File: src/rtl/siso_tx_arbiter.sv
// ----------------------------------------------------------------------------
// siso_tx_arbiter
//
// Two-requester scheduler for one shared serial-out shift register. Each
// requester offers a WIDTH-bit word through a req/ack handshake. Round-robin
// arbitration in IDLE picks a requester. Its word is loaded on the ack edge
// and shifted out MSB first, one bit per clock, with sof/eof frame markers.
// After each frame the block forces GAP_CYCLES idle cycles.
//
// Ports:
//   clk          rising-edge clock
//   rst          synchronous active-high reset
//   req0/data0   requester 0 request and word (word stable while req0 high)
//   ack0         requester 0 grant pulse; data0 is captured on this edge
//   req1/data1   requester 1 request and word (word stable while req1 high)
//   ack1         requester 1 grant pulse; data1 is captured on this edge
//   sout         serial data bit, MSB first, 0 when sout_valid is low
//   sout_valid   sout carries a data bit this cycle
//   sof / eof    first / last bit of a frame
//   sout_id      requester owning the current (or most recent) frame
//   busy         block is not in IDLE
// ----------------------------------------------------------------------------
module siso_tx_arbiter #(
    parameter int WIDTH      = 4,
    parameter int GAP_CYCLES = 1
) (
    input  logic             clk,
    input  logic             rst,
    input  logic             req0,
    input  logic [WIDTH-1:0] data0,
    output logic             ack0,
    input  logic             req1,
    input  logic [WIDTH-1:0] data1,
    output logic             ack1,
    output logic             sout,
    output logic             sout_valid,
    output logic             sof,
    output logic             eof,
    output logic             sout_id,
    output logic             busy
);

    localparam int             CW       = (WIDTH > 1) ? $clog2(WIDTH) : 1;
    localparam logic [CW-1:0]  LAST_BIT = CW'(WIDTH - 1);
    // Only compared while in GAP, which is never entered when GAP_CYCLES is 0.
    localparam logic [3:0]     LAST_GAP = 4'(GAP_CYCLES - 1);

    typedef enum logic [1:0] {
        ST_IDLE  = 2'd0,
        ST_SHIFT = 2'd1,
        ST_GAP   = 2'd2
    } state_t;

    state_t           state_r;
    state_t           state_n;
    logic [WIDTH-1:0] sreg_r;
    logic [WIDTH-1:0] sreg_n;
    logic [CW-1:0]    bit_cnt_r;
    logic [CW-1:0]    bit_cnt_n;
    logic [3:0]       gap_cnt_r;
    logic [3:0]       gap_cnt_n;
    logic             last_grant_r;
    logic             last_grant_n;
    logic             cur_id_r;
    logic             cur_id_n;
    logic             grant_s;

    // Round-robin pick: on contention the requester not served last time wins.
    function automatic logic pick_grant(input logic r0, input logic r1,
                                        input logic last);
        logic g;
        if (r0 && r1) begin
            g = ~last;
        end else if (r1) begin
            g = 1'b1;
        end else begin
            g = 1'b0;
        end
        return g;
    endfunction

    // State and datapath registers; reset overrides every transition.
    always_ff @(posedge clk) begin
        if (rst) begin
            state_r      <= ST_IDLE;
            sreg_r       <= '0;
            bit_cnt_r    <= '0;
            gap_cnt_r    <= 4'd0;
            last_grant_r <= 1'b1;
            cur_id_r     <= 1'b0;
        end else begin
            state_r      <= state_n;
            sreg_r       <= sreg_n;
            bit_cnt_r    <= bit_cnt_n;
            gap_cnt_r    <= gap_cnt_n;
            last_grant_r <= last_grant_n;
            cur_id_r     <= cur_id_n;
        end
    end

    // Next-state logic, arbitration and the combinational ack pulses.
    always_comb begin
        state_n      = state_r;
        sreg_n       = sreg_r;
        bit_cnt_n    = bit_cnt_r;
        gap_cnt_n    = gap_cnt_r;
        last_grant_n = last_grant_r;
        cur_id_n     = cur_id_r;
        ack0         = 1'b0;
        ack1         = 1'b0;
        grant_s      = pick_grant(req0, req1, last_grant_r);

        case (state_r)
            ST_IDLE: begin
                // ack must stay low while rst is high: the load would be discarded.
                if (!rst && (req0 || req1)) begin
                    ack0         = ~grant_s;
                    ack1         = grant_s;
                    sreg_n       = grant_s ? data1 : data0;
                    cur_id_n     = grant_s;
                    last_grant_n = grant_s;
                    bit_cnt_n    = '0;
                    state_n      = ST_SHIFT;
                end else begin
                    state_n = ST_IDLE;
                end
            end
            ST_SHIFT: begin
                sreg_n    = {sreg_r[WIDTH-2:0], 1'b0};
                bit_cnt_n = bit_cnt_r + CW'(1);
                if (bit_cnt_r == LAST_BIT) begin
                    if (GAP_CYCLES > 0) begin
                        state_n   = ST_GAP;
                        gap_cnt_n = 4'd0;
                    end else begin
                        state_n = ST_IDLE;
                    end
                end else begin
                    state_n = ST_SHIFT;
                end
            end
            ST_GAP: begin
                gap_cnt_n = gap_cnt_r + 4'd1;
                if (gap_cnt_r == LAST_GAP) begin
                    state_n = ST_IDLE;
                end else begin
                    state_n = ST_GAP;
                end
            end
            default: begin
                state_n = ST_IDLE;
            end
        endcase
    end

    // Link outputs decoded purely from registered state.
    always_comb begin
        sout_id = cur_id_r;
        busy    = (state_r != ST_IDLE);
        if (state_r == ST_SHIFT) begin
            sout       = sreg_r[WIDTH-1];
            sout_valid = 1'b1;
            sof        = (bit_cnt_r == '0);
            eof        = (bit_cnt_r == LAST_BIT);
        end else begin
            sout       = 1'b0;
            sout_valid = 1'b0;
            sof        = 1'b0;
            eof        = 1'b0;
        end
    end

endmodule

File: config.mk
export PLATFORM = sky130hd
export DESIGN_NAME = siso_tx_arbiter
export DESIGN_NICKNAME = d
export VERILOG_FILES = /design/src/rtl/siso_tx_arbiter.sv
export SDC_FILE = /design/constraint.sdc
export NUM_CORES = 1
export LEC_CHECK = 0
export CORE_UTILIZATION = 42
export CTS_CLUSTER_SIZE = 16
export DETAILED_ROUTE_END_ITERATION = 8
export PLACE_DENSITY_LB_ADDON = 0.08
export SYNTH_ARGS = -nofsm -noshare
export SYNTH_HDL_FRONTEND = slang
export SYNTH_SLANG_ARGS = --single-unit
File: constraint.sdc
create_clock -name clk -period 1.09 [get_ports clk]
set_input_delay 0.218 -clock clk [delete_from_list [all_inputs] [get_ports clk]]
set_output_delay 0.218 -clock clk [all_outputs]
set_load 0.05 [all_outputs]
==> results.sh <==
export IMPL_finalSetupViolations=20
export IMPL_met1_length_mm=1.023
export IMPL_gr_total_overflow=0
export IMPL_met3_length_um=128
export IMPL_powerDensity_nw_per_um2=1205
export IMPL_grtUsageTotal_pct=24.36
export IMPL_drv_slew=0
export IMPL_grt_pass1_wl_mm=3.567
export IMPL_synth_cells=88
export IMPL_cts_tree="yes"
export IMPL_numPortBuffers=19
export IMPL_end_kind="output port"
export IMPL_max_stage_delay_ns=0.38
export IMPL_worst_path_buf_inv=1
export IMPL_synth_top_area_cell="dfxtp_1"
export IMPL_synth_area_leaders="dfxtp_1 35%, ha_1 6.3%, mux2i_1 6.3%, a211oi_1 5.7%, a21oi_1 4.4%"
export IMPL_ant_nets=0
export IMPL_drtIter0Drc=20
export IMPL_synth_commonest_cells="14 x dfxtp_1, 7 x a21oi_1, 6 x a211oi_1"
export IMPL_multi_input_area_sq_um=588.1
export IMPL_cts_root_buf="clkbuf_4"
export IMPL_syn_avg_cell_area_sq_um=9.057
export IMPL_cp_cell_sequence="nor3_4 -> and3_4 -> buf_12"
export IMPL_rsz0062_at_grt="yes"
export IMPL_crit_slowest_cell="dfxtp_4"
export IMPL_final_cells=156
export IMPL_ys_flop_type="dfxtp_1"
export IMPL_num_rows=15
export IMPL_required_ns=0.87
export IMPL_routabilityCongestion=0.7109
export IMPL_start_util_pct=45.66
export IMPL_numCtsBuffers=3
export IMPL_ys_types=35
export IMPL_status="complete, but fails checks"
export IMPL_mappedNetlistArea_sq_um=797.0
export IMPL_placed_area_sq_um=1257
export IMPL_path_delay_family="simple AND/OR/NAND/NOR gates"
export IMPL_power_leakage_nw=0.5835
export IMPL_clock_latency_ns=0.29
export IMPL_grt_max_degree=9
export IMPL_tightest_slew_ns=0.4407
export IMPL_grt_pass1_vias=820
export IMPL_vias=843
export IMPL_dr_pass1_iters=4
export IMPL_path_max_fanout=4
export IMPL_cts_buffer_depth=2
export IMPL_path_depth=3
export IMPL_min_period_ns=1.508
export IMPL_vdd_drop_max_uv=1091
export IMPL_async_flop_share_pct=0
export IMPL_dp_cells=142
export IMPL_fin_crit_sh_pct=138.3
export IMPL_setup_slack_ns=-0.4178
export IMPL_antenna_found_initial=0
export IMPL_drive_gt1_share_pct=54.20
export IMPL_n_antenna_cell=0
export IMPL_holdPathStages=3
export IMPL_ff_latch_area_sq_um=299.0
export IMPL_cts_reportedPaths_clkPinSlew_ns=0.09
export IMPL_hold_class="in2reg"
export IMPL_yosysMostFrequentCell="dfxtp_1"
export IMPL_dr_wl_met2_mm=1.256
export IMPL_totalWireLength_mm=2.446
export IMPL_syn_nets=104
export IMPL_slew_headroom_pct=70.51
export IMPL_reg2reg_depth=4
export IMPL_yosys_area_top_type_share_pct=35.16
export IMPL_clock_sinks=14
export IMPL_avgViaCountPerCell=5.404
export IMPL_violations="setup timing"
export IMPL_cts_htree_levels=1
export IMPL_setup_worst_path_class="reg2out"
export IMPL_start_kind="flop"
export IMPL_highest_signal_layer="met4"
export IMPL_place_hpwl_mm=1.502
export IMPL_synth_seq_cells=14
export IMPL_drc=0
export IMPL_dieArea_sq_um=2076
export IMPL_skew_ns=0.004835
export IMPL_io_pins=20
export IMPL_cp_data_arrival_time_ns=1.29
export IMPL_fp_dieH_um=45.56
export IMPL_yosysWarnings=0
export IMPL_fillCellCount=94
export IMPL_wl_per_cell_um=15.68
export IMPL_fin_area_sq_um=1491
export IMPL_fp_dieW_um=45.56
export IMPL_fmax_mhz=663.2
export IMPL_finalHoldViolations=0
export IMPL_ys_seq_area_share_pct=35.16
export IMPL_core_area_sq_um=1745
export IMPL_area_growth_pct=87.13
export IMPL_final_net_count=148
export IMPL_cap_violations=0
export IMPL_synth_enable_flop_cells=0
-- routing by layer --
layer  GRT usage [%]  vias up
li1                -      398
met1           29.06      407
met2           39.71       32
met3           5.952        6
met4           13.33        0
met5               0        -
-- path summary, 6_finish.rpt --
| kind | start | slack [ns] | endpoint |
|---|---|---|---|
| min reg2reg | sout_id | 0.50 | sout_id |
| min | req0 | 0.49 | sreg_r[0] |
| max reg2reg | state_r[1] | -0.25 | bit_cnt_r[0] |
| max | state_r[0] | -0.42 | ack0 |
-- power breakdown --
part           total (W)  internal, W  switching [W]  leakage, nW
Sequential      0.000609     0.000557      0.0000521        0.119
Clock           0.000393     0.000204       0.000189       0.0210
Combinational   0.000794     0.000417       0.000377        0.444
-- metrics by stage --
step	utilization (%)	power (W)	hold WS [ns]	TNS, ns	setup WS (ns)
2_1_floorplan	-	0.0009636	0.3796	-1.079	-0.1524
6_report	85.45	0.001796	0.4935	-4.014	-0.4178
5_1_grt	85.45	0.001867	0.5078	-4.682	-0.4518
3_3_place_gp	72.04	0.001230	0.4801	-5.885	-0.4794
4_1_cts	81.29	0.001738	0.4472	-3.353	-0.3872
3_5_place_dp	72.04	0.001249	0.4970	-6.076	-0.5643
-- timing repair --
| action | CTS | global route |
|---|---|---|
| hold buffers | 0 | 0 |
| pin swaps | 8 | 10 |
| setup endpoints to repair | 21 | 20 |
| setup buffers | 6 | 6 |
| resized for setup | 26 | 15 |
-- worst min-delay path, stage by stage --
cell and delay [ns]:
dlygate4sd2_1 0.32, nand4_1 0.12, a31oi_1 0.08
-- state kept, by name, summed over array words and instances, names as in the netlist --
register	flops
gap_cnt_r	4
sreg_r	4
bit_cnt_r	2
state_r	2
last_grant_r	1
sout_id	1
-- kinds of logic after synthesis --
kind of cell / share of synthesized area, %
AOI/OAI and AO/OA: 22.29
xor gates and xnor gates: 1.099
adders and majority gates: 6.280
buffers and inverters: 7.691
DFF: 35.16
muxes: 6.280
and+or+nand+nor: 21.20
-- cell usage in the layout, fill, tap and decap left out, drive strengths merged, types with 3 or more instances in the layout --
master,n
mux2i,5
clkdlybuf4s50,8
buf,32
ha,4
nand2b,3
clkbuf,4
nor3,5
and2,3
o21bai,3
inv,7
a21oi,7
nand2,5
dlygate4sd2,3
dfxtp,14
a211oi,6
-- cell type report --
class | instances | share of cell area (%)
inverter | 7 | 3.440
sequential | 14 | 20.05
multi-input combinational | 63 | 39.43
clock buffer | 4 | 2.433
timing repair buffer | 43 | 32.55
tap | 25 | 2.097
(Power assumes the default switching activity.)
